===== src/rtl/loader_pkg.sv =====
// Shared definitions for the ROM loader/dumper pair: FSM states, frame length
// and the byte-order convention of the upload/download framing.
package loader_pkg;

  typedef enum logic [2:0] {
    ST_IDLE      = 3'd0,
    ST_SEND_LEN  = 3'd1,
    ST_READ_REQ  = 3'd2,
    ST_READ_WAIT = 3'd3,
    ST_SEND_DATA = 3'd4
  } state_t;

  // The length header is a fixed 4-byte field.
  localparam int LEN_BYTES = 4;

  // Multi-byte quantities travel least-significant byte first.
  localparam bit LSB_FIRST = 1'b1;

  // Select byte 'lane' of a 32-bit word in transmission order.
  function automatic logic [7:0] pick_byte(input logic [31:0] word, input logic [1:0] lane);
    logic [1:0] l;
    l = LSB_FIRST ? lane : ~lane;
    return word[{l, 3'b000} +: 8];
  endfunction

endpackage


===== src/rtl/rom_dumper_if.sv =====
// Bus bundle between the dumper, the program ROM read port and the UART
// transmitter.
//
// Handshake rules:
//  - UART side is valid/ready: a byte moves on every clk edge where
//    uart_transmitter_write_req && uart_transmitter_ready. While write_req is
//    high and ready is low, write_req and data stay stable. write_req comes
//    from a register and never depends combinationally on ready.
//  - ROM side is request/response: read_req is a one-cycle strobe, and
//    read_data_valid returns the word one or more cycles later. At most one
//    read is outstanding.
interface rom_dumper_if #(
  parameter int ADDR_WIDTH = 14
);
  logic [ADDR_WIDTH-1:0] program_rom_read_addr;
  logic                  program_rom_read_req;
  logic [31:0]           program_rom_read_data;
  logic                  program_rom_read_data_valid;
  logic [7:0]            uart_transmitter_data;
  logic                  uart_transmitter_write_req;
  logic                  uart_transmitter_ready;

  // Dumper side.
  modport master (
    output program_rom_read_addr,
    output program_rom_read_req,
    input  program_rom_read_data,
    input  program_rom_read_data_valid,
    output uart_transmitter_data,
    output uart_transmitter_write_req,
    input  uart_transmitter_ready
  );

  // ROM / transmitter side.
  modport slave (
    input  program_rom_read_addr,
    input  program_rom_read_req,
    output program_rom_read_data,
    output program_rom_read_data_valid,
    input  uart_transmitter_data,
    input  uart_transmitter_write_req,
    output uart_transmitter_ready
  );
endinterface


===== src/rtl/rom_dumper.sv =====
// Streams the program ROM out over the UART: a 4-byte little-endian length
// header followed by that many ROM bytes, word 0 upward, LSB byte first.
module rom_dumper
  import loader_pkg::*;
#(
  parameter int ADDR_WIDTH = 14
) (
  input  logic         clk,
  input  logic         reset_n,
  input  logic         start,
  input  logic [31:0]  dump_len,
  output logic         busy,
  output logic         done,
  output state_t       dbg_state,
  rom_dumper_if.master bus
);

  state_t                state_q, state_d;
  logic [31:0]           len_q, len_d;
  logic [31:0]           byte_index_q, byte_index_d;
  logic [1:0]            len_index_q, len_index_d;
  logic [31:0]           word_q, word_d;
  logic                  write_req_q, write_req_d;
  logic [7:0]            data_q, data_d;
  logic                  read_req_q, read_req_d;
  logic [ADDR_WIDTH-1:0] read_addr_q, read_addr_d;
  logic                  done_q, done_d;

  logic        xfer;
  logic [31:0] byte_index_inc;

  assign xfer           = write_req_q && bus.uart_transmitter_ready;
  assign byte_index_inc = byte_index_q + 32'd1;

  // State register.
  always_ff @(posedge clk) begin
    if (!reset_n) state_q <= ST_IDLE;
    else          state_q <= state_d;
  end

  // Next-state logic.
  always_comb begin
    state_d = state_q;
    case (state_q)
      ST_IDLE:
        if (start) state_d = ST_SEND_LEN;
      ST_SEND_LEN:
        if (xfer && len_index_q == 2'(LEN_BYTES - 1))
          state_d = (len_q == 32'd0) ? ST_IDLE : ST_READ_REQ;
      ST_READ_REQ:
        state_d = ST_READ_WAIT;
      ST_READ_WAIT:
        if (bus.program_rom_read_data_valid) state_d = ST_SEND_DATA;
      ST_SEND_DATA:
        if (xfer) begin
          if (byte_index_inc == len_q)      state_d = ST_IDLE;
          else if (byte_index_inc[1:0] == 2'd0) state_d = ST_READ_REQ;
        end
      default:
        state_d = ST_IDLE;
    endcase
  end

  // Next values of the registered outputs, counters and word buffer.
  always_comb begin
    len_d        = len_q;
    byte_index_d = byte_index_q;
    len_index_d  = len_index_q;
    word_d       = word_q;
    write_req_d  = write_req_q;
    data_d       = data_q;
    read_addr_d  = read_addr_q;
    read_req_d   = 1'b0;
    done_d       = 1'b0;
    case (state_q)
      ST_IDLE: begin
        if (start) begin
          len_d        = dump_len;
          len_index_d  = 2'd0;
          byte_index_d = 32'd0;
          write_req_d  = 1'b1;
          data_d       = pick_byte(dump_len, 2'd0);
        end
      end
      ST_SEND_LEN: begin
        if (xfer) begin
          len_index_d = len_index_q + 2'd1;
          if (len_index_q == 2'(LEN_BYTES - 1)) begin
            write_req_d = 1'b0;
            if (len_q == 32'd0) begin
              done_d = 1'b1;
            end else begin
              read_req_d  = 1'b1;
              read_addr_d = byte_index_q[ADDR_WIDTH+1:2];
            end
          end else begin
            data_d = pick_byte(len_q, len_index_q + 2'd1);
          end
        end
      end
      ST_READ_WAIT: begin
        if (bus.program_rom_read_data_valid) begin
          word_d      = bus.program_rom_read_data;
          write_req_d = 1'b1;
          data_d      = bus.program_rom_read_data[7:0];
        end
      end
      ST_SEND_DATA: begin
        if (xfer) begin
          byte_index_d = byte_index_inc;
          word_d       = word_q >> 8;
          if (byte_index_inc == len_q) begin
            write_req_d = 1'b0;
            done_d      = 1'b1;
          end else if (byte_index_inc[1:0] == 2'd0) begin
            // Address wraps naturally through the truncating slice.
            write_req_d = 1'b0;
            read_req_d  = 1'b1;
            read_addr_d = byte_index_inc[ADDR_WIDTH+1:2];
          end else begin
            data_d = word_q[15:8];
          end
        end
      end
      default: ;
    endcase
  end

  // Datapath registers; reset clears everything so a late ROM reply lands in IDLE.
  always_ff @(posedge clk) begin
    if (!reset_n) begin
      len_q        <= '0;
      byte_index_q <= '0;
      len_index_q  <= '0;
      word_q       <= '0;
      write_req_q  <= 1'b0;
      data_q       <= '0;
      read_req_q   <= 1'b0;
      read_addr_q  <= '0;
      done_q       <= 1'b0;
    end else begin
      len_q        <= len_d;
      byte_index_q <= byte_index_d;
      len_index_q  <= len_index_d;
      word_q       <= word_d;
      write_req_q  <= write_req_d;
      data_q       <= data_d;
      read_req_q   <= read_req_d;
      read_addr_q  <= read_addr_d;
      done_q       <= done_d;
    end
  end

  assign busy      = (state_q != ST_IDLE);
  assign done      = done_q;
  assign dbg_state = state_q;

  assign bus.program_rom_read_addr      = read_addr_q;
  assign bus.program_rom_read_req       = read_req_q;
  assign bus.uart_transmitter_data      = data_q;
  assign bus.uart_transmitter_write_req = write_req_q;

endmodule

===== src/flat_wrapper.sv =====
// flat-port wrapper written by rule: the top's interface ports become plain ports
module rom_dumper_flat import loader_pkg::*;
#(
  parameter int ADDR_WIDTH = 14
)
  (clk, reset_n, start, dump_len, busy, done, dbg_state, bus_program_rom_read_addr, bus_program_rom_read_req, bus_program_rom_read_data, bus_program_rom_read_data_valid, bus_uart_transmitter_data, bus_uart_transmitter_write_req, bus_uart_transmitter_ready);
  rom_dumper_if #(.ADDR_WIDTH(ADDR_WIDTH)) bus_i ();
  input  logic clk;
  input  logic reset_n;
  input  logic start;
  input  logic [31:0] dump_len;
  output logic busy;
  output logic done;
  output state_t dbg_state;
  output wire logic [$bits(bus_i.program_rom_read_addr)-1:0] bus_program_rom_read_addr;
  output wire logic [$bits(bus_i.program_rom_read_req)-1:0] bus_program_rom_read_req;
  input wire logic [$bits(bus_i.program_rom_read_data)-1:0] bus_program_rom_read_data;
  input wire logic [$bits(bus_i.program_rom_read_data_valid)-1:0] bus_program_rom_read_data_valid;
  output wire logic [$bits(bus_i.uart_transmitter_data)-1:0] bus_uart_transmitter_data;
  output wire logic [$bits(bus_i.uart_transmitter_write_req)-1:0] bus_uart_transmitter_write_req;
  input wire logic [$bits(bus_i.uart_transmitter_ready)-1:0] bus_uart_transmitter_ready;
  assign bus_program_rom_read_addr = bus_i.program_rom_read_addr;
  assign bus_program_rom_read_req = bus_i.program_rom_read_req;
  assign bus_i.program_rom_read_data = bus_program_rom_read_data;
  assign bus_i.program_rom_read_data_valid = bus_program_rom_read_data_valid;
  assign bus_uart_transmitter_data = bus_i.uart_transmitter_data;
  assign bus_uart_transmitter_write_req = bus_i.uart_transmitter_write_req;
  assign bus_i.uart_transmitter_ready = bus_uart_transmitter_ready;
  rom_dumper #(.ADDR_WIDTH(ADDR_WIDTH)) u_core (.clk(clk), .reset_n(reset_n), .start(start), .dump_len(dump_len), .busy(busy), .done(done), .dbg_state(dbg_state), .bus(bus_i));
endmodule

===== config.mk =====
export PLATFORM = sky130hd
export DESIGN_NAME = rom_dumper_flat
export DESIGN_NICKNAME = d
export VERILOG_FILES = /design/src/rtl/loader_pkg.sv /design/src/rtl/rom_dumper_if.sv /design/src/rtl/rom_dumper.sv /design/src/flat_wrapper.sv
export SDC_FILE = /design/constraint.sdc
export NUM_CORES = 1
export LEC_CHECK = 0
export BUFFER_PORTS_ARGS = -buffer_cell sky130_fd_sc_hd__buf_4
export CAP_MARGIN = 20
export CELL_PAD_IN_SITES_DETAIL_PLACEMENT = 2
export CELL_PAD_IN_SITES_GLOBAL_PLACEMENT = 2
export CORE_UTILIZATION = 34
export CTS_CLUSTER_DIAMETER = 200
export DETAILED_ROUTE_END_ITERATION = 10
export PLACE_DENSITY = 0.83
export SYNTH_ARGS = -nofsm -noshare
export SYNTH_HDL_FRONTEND = slang
export SYNTH_SLANG_ARGS = --single-unit

===== constraint.sdc =====
create_clock -name clk -period 3.8 [get_ports clk]
set_clock_uncertainty 0.15 [all_clocks]
set_input_delay 0.38 -clock clk [delete_from_list [all_inputs] [get_ports clk]]
set_output_delay 0.38 -clock clk [all_outputs]
set_load 0.03 [all_outputs]

# --- Word level (Yosys, flattened, before mapping) ---
# Cells that the tools add are included.
# W data, S select, Z words.
classes:
  add_sub_neg: 2
  n_mul: 0
  n_div: 0
  order_cmp: 0
  n_eq_ne: 18
  n_shift: 1
  mux: 53
  bitwise: 0
  n_reduce_logical: 19
op_table:
  columns: ["cell", "count"]
  rows:
  - ["$mux W32", 4]
  - ["$pmux W32 S2", 2]
  - ["$mux W14", 6]
  - ["$mux W8", 7]
  - ["$add A32 B1 Y32 const B", 1]
  - ["$eq A32 B32 Y1", 1]
  - ["$logic_not A32 Y1", 1]
  - ["$pmux W8 S4", 1]
  - ["$shiftx A32 B6 Y8", 1]
  - ["$pmux W14 S2", 1]
  - ["$mux W1", 18]
  - ["$mux W3", 6]
  - ["$pmux W3 S5", 1]
  - ["$reduce_and A7 Y1", 2]
  - ["$ne A2 B2 Y1 const B", 6]
  - ["$ne A2 B1 Y1 const B", 5]
  - ["$reduce_and A3 Y1", 3]
  - ["$reduce_and A8 Y1", 1]
  - ["$reduce_bool A2 Y1", 4]
  - ["$eq A3 B2 Y1 const B", 2]
  - ["$mux W2", 3]
  - ["$reduce_and A5 Y1", 1]
  - ["$pmux W1 S2", 2]
  - ["$pmux W1 S4", 1]
  - ["other kinds (12)", 13]
word_totals:
  register_bits: 126
  latch_bits: 0
  ramBits: 0
  mem_bits_ro: 0
  in_bits: 69
  out_inout_bits: 29
  word_cells: 103
  mem_count: 0

# --- Logic depth before layout (Yosys ltp) ---
logic_depth:
  ltp_word: 6
  mapped_depth: 12
  ltp_nobuf: 10

# --- Least setup slack after synthesis ---
# Ideal clock, no wire load.
synth_timing:
  path_type: "register -> register"
  start: "register u_core.byte_index_q[8]"
  end: "register u_core.data_q[0] (netlist: u_core.bus.uart_transmitter_data[0])"
  t_arrival_ns: 3.044
  required_time_ns: 3.577
  path_slack_ns: 0.534
  stages_incl_launch_ff: 12
  n_path_buf: 2
  cell_sequence: "dfxtp_1 > buf_4 > nand4_2 > or4_1 > buf_2 > xnor2_1 > nor4_1 > or4b_1 > nor4_2 > nand4_1 > o2111ai_4 > mux2i_1"
synth_via:
  elab_chain_cells: 4
synth_rtl:
  columns: ["item", "line", "rtl"]
  rows:
  - ["start, declared", "rom_dumper.sv:20", "logic [31:0] byte_index_q, byte_index_d;"]
  - ["start signal, assigned", "rom_dumper.sv:143", "byte_index_q <= byte_index_d;"]
  - ["$add A32 B1 Y32", "rom_dumper.sv:33", "assign byte_index_inc = byte_index_q + 32'd1;"]
  - ["$eq A32 B32 Y1", "rom_dumper.sv:112", "if (byte_index_inc == len_q) begin"]
  - ["$ne A2 B2 Y1 (no source line)", null, null]
  - ["$reduce_and A8 Y1 (no source line)", null, null]
  - ["end signal, assigned", "rom_dumper.sv:147", "data_q <= data_d;"]
  - ["end, declared", "rom_dumper.sv:24", "logic [7:0] data_q, data_d;"]
# Every way passes these cells.
# A chain may end at the register's enable or synchronous reset.

# --- Final worst setup path ---
layout_timing:
  start: "register u_core.byte_index_q[0]"
  end: "register u_core.data_q[5] (netlist: u_core.bus.uart_transmitter_data[5])"
layout_via:
  elab_chain_cells: 4
  word_cells_on_any_way: 6
layout_rtl:
  columns: ["item", "line"]
  rows:
  - ["$add A32 B1 Y32 *", "rom_dumper.sv:33"]
  - ["$eq A32 B32 Y1 / $logic_not A2 Y1 (equally long branches)", "rom_dumper.sv:112, rom_dumper.sv:115"]
  - ["$ne A2 B2 Y1 (no source line)", null]
  - ["$reduce_and A8 Y1 (no source line) *", null]
# Every way passes the cells marked *; elsewhere a longest branch is shown, timed or not.

==> flow_summary_export.csv <==
group,metric,value,unit
cts,clk_pin_slew,60,ps
floorplanning,pin_count,98,
layout,antenna_cells,0,
power_and_ir_drop,leakage,3.29,nW
placed_design,gp_congestion,0.956,
sta,setup_violations,0,
worst_setup_path,critPathMaxFanout,8,
grt,antenna_found_initial,0,
cts,clk_latency,430,ps
synth,synth.area.top_cells,"dfxtp_1 33%, nand2_1 9.6%, a21oi_1 5.7%",
placed_design,place_inst,1268,
synth,synth_common_cells,"181 x nand2_1, 118 x dfxtp_1, 81 x a21oi_1",
layout,final_area,8910,um2
synth,syn_nets,1002,
synth,yosysMostFrequentCell,"nand2_1",
floorplanning,row_count,52,
sta,period_share,96.8,%
placed_design,dp_hpwl,20.9,mm
layout,fin_nets,1093,
cts,cts-buffers-inserted,17,
grt,globalRouteOverflowTotal,0,
placed_design,place_ws,74.2,ps
sta,holdWs,50.9,ps
sta,max-slew-margin-rel,48.3,%
drt,drt-pass1-iter-count,5,
worst_setup_path,critPathLaunchType,"flip-flop",
synth,syn-cell-area,7080,um2
drt,wirelength,30.6,mm
placed_design,numPortBuffers,97,
worst_setup_path,cp.arrival,3870,ps
layout,syn_to_final_growth,25.9,%
sta,max_freq,272,MHz
synth,ys_seq_elements,118,
placed_design,placed_cell_area,8190,um2
drt,vias_per_cell,5.89,
layout,multi_input_area,4410,um2
sta,fin_crit,3680,ps
cts,cts_root_buf,"clkbuf_16",
min_path,holdCritPathClass,"in -> reg",
synth,avgSynthCellArea,7.61,um2
synth,synth_top_area_share,33.4,%
floorplanning,core_area,20300,um2
floorplanning,start_util,34.9,%
floorplanning,chipWidth,146,um
synth,synth_edf_count,0,
run_status,status,"complete, no violations",
power_and_ir_drop,peakVddDrop,0.387,mV
worst_setup_path,critical_path_required,3990,ps
synth,ys_warn_count,0,
sta,worst_slew_pin_slew,776,ps
cts,cts_max_path_buffers,2,
floorplanning,die_h,146,um
power_and_ir_drop,power,4.11,mW
drt,drc_errors,0,
drt,wl_per_cell,23.4,um
power_and_ir_drop,p_per_area,460,nW/um2
grt,grt_first_pass_wirelength,47.3,mm
cts,cts_tree,"built",
flow_run,maxCapViolations,0,
grt,grt_usage,28.8,%
synth,syn_inst,931,
sta,setup_slack,123,ps
drt,vias,7681,
floorplanning,dieArea,21400,um2
layout,layoutNonFillerInstCount,1305,
cts,clock_sinks,118,
layout,fin_util,43.9,%
synth,synth_area_leader_cell,"dfxtp_1",
synth,seq_area_frac_synth,33.4,%
synth,synth_ff_type,"dfxtp_1",
layout,seqCellArea,2360,um2
sta,final.setup.tns,0,ps
drt,drt_iter0_drc,570,
synth,async_flop_share,0,%
cts,cts_hold_buf,0,
grt,grt_pass1_vias,8085,
drt,drtAntennaViolNets,0,
layout,n_fill_cell,2350,
layout,layout-drive-gt1-share,20.6,%
synth,synth.distinct_cells,66,
sta,finalMaxSlewViolations,0,
grt,grt_max_degree,70,
sta,finalHoldViolations,0,
cts,h-tree-depth,4,
worst_setup_path,critPathCaptureType,"flip-flop",
worst_setup_path,crit_type,"reg -> reg",
## sequential cells by signal, indices dropped and copies added, names as in the netlist
register                               cells
u_core.byte_index_q                       32
u_core.len_q                              32
u_core.word_q                             24
u_core.bus.program_rom_read_addr          14
u_core.bus.uart_transmitter_data           8
u_core.dbg_state                           3
u_core.len_index_q                         2
u_core.bus.program_rom_read_req            1
u_core.bus.uart_transmitter_write_req      1
u_core.done                                1
## power breakdown
part           switching (mW)  leakage (nW)  total, mW  internal (mW)
sequential              0.126         0.958       1.44           1.31
clock                   0.685         0.300       1.81           1.12
combinational           0.518          2.03      0.860          0.342
total                    1.33          3.29       4.11           2.78
## layout by cell type, fill, tap and decap left out, types with 3 or more instances in the layout
cell / synthesis / routed
bufinv_16: 0 / 4
a311oi_1: 16 / 16
xnor2_1: 42 / 40
a21o_1: 8 / 7
and3b_1: 3 / 3
o21ai_0: 41 / 41
xor2_1: 15 / 15
a21oi_1: 81 / 81
nor4_2: 4 / 4
clkbuf_16: 0 / 17
buf_4: 3 / 142
nand4_1: 21 / 21
nor2b_1: 6 / 6
nor3b_1: 5 / 5
mux2i_1: 17 / 17
o22ai_1: 10 / 10
nand3_1: 31 / 31
nand2b_1: 6 / 6
mux4_2: 8 / 8
nor3_1: 22 / 22
a211oi_1: 29 / 28
nand4_2: 4 / 4
o31ai_1: 9 / 9
nor4_1: 18 / 18
nand2_1: 181 / 181
a31oi_1: 5 / 5
or3_1: 8 / 8
nand4b_1: 4 / 4
and3_1: 6 / 6
inv_1: 7 / 7
dfxtp_1: 118 / 117
buf_12: 0 / 3
clkinvlp_4: 0 / 4
and2_1: 8 / 8
inv_6: 0 / 4
nor2_1: 80 / 80
## cell families (layout without fill, tap and decap cells)
logic type	count (synthesis)	in the layout	synth area share, %
xor gates and xnor gates	57	57	7.05
muxes	27	27	5.26
adders and majority gates	2	2	0.353
AOI/OAI and AO/OA	225	225	20.3
and+or+nand+nor	420	420	28.8
buffers and inverters	82	186	4.86
DFF	118	118	33.4
## routing by layer
layer / up-vias / GRT usage [%] / part of all wire [%] / wire [um]
met1: 3870 / 36.3 / 43 / 13200
met3: 59 / 4.91 / 4.5 / 1380
li1: 3524 / - / - / -
met5: - / 0 / 0 / 0
met2: 228 / 48.9 / 49 / 15100
met4: 0 / 11.1 / 2.8 / 864
## worst max-delay path, stage by stage, from the launching register on
cell	delay, ps
dfxtp_1	460
ha_2	290
nand4_1	210
nor4_2	260
nand4_1	200
xnor2_2	250
or4b_1	520
nor4_2	290
nand4_1	260
o2111ai_4	290
buf_12	160
mux2i_1	240
## area by class of cell
type                       instances  share of cell area, %
inverter                           8                  0.337
timing repair buffer             146                   12.8
clock buffer                      18                   4.93
tap                              270                   3.79
clock inverter                    14                   2.19
multi-input combinational        731                   49.5
sequential                       118                   26.5
## final timing paths
check                                                            to  cells after the start  slack [ps]                    from
worst max register to register  u_core.bus.uart_transmitter_data[5]                     11         120  u_core.byte_index_q[0]
worst max-delay path            u_core.bus.uart_transmitter_data[5]                     11         120  u_core.byte_index_q[0]
worst min register to register                    u_core.word_q[27]                      2         320       u_core.word_q[27]
worst min-delay path                               u_core.len_q[30]                      3          50            dump_len[30]
## what timing repair did
action,in CTS,in global routing
endpoints found under the setup margin,2,26
gates cloned,0,0
pin swaps,1,2
resized for setup,0,8
setup buffers,1,4
No activity file was read; power rests on OpenSTA's default activity.
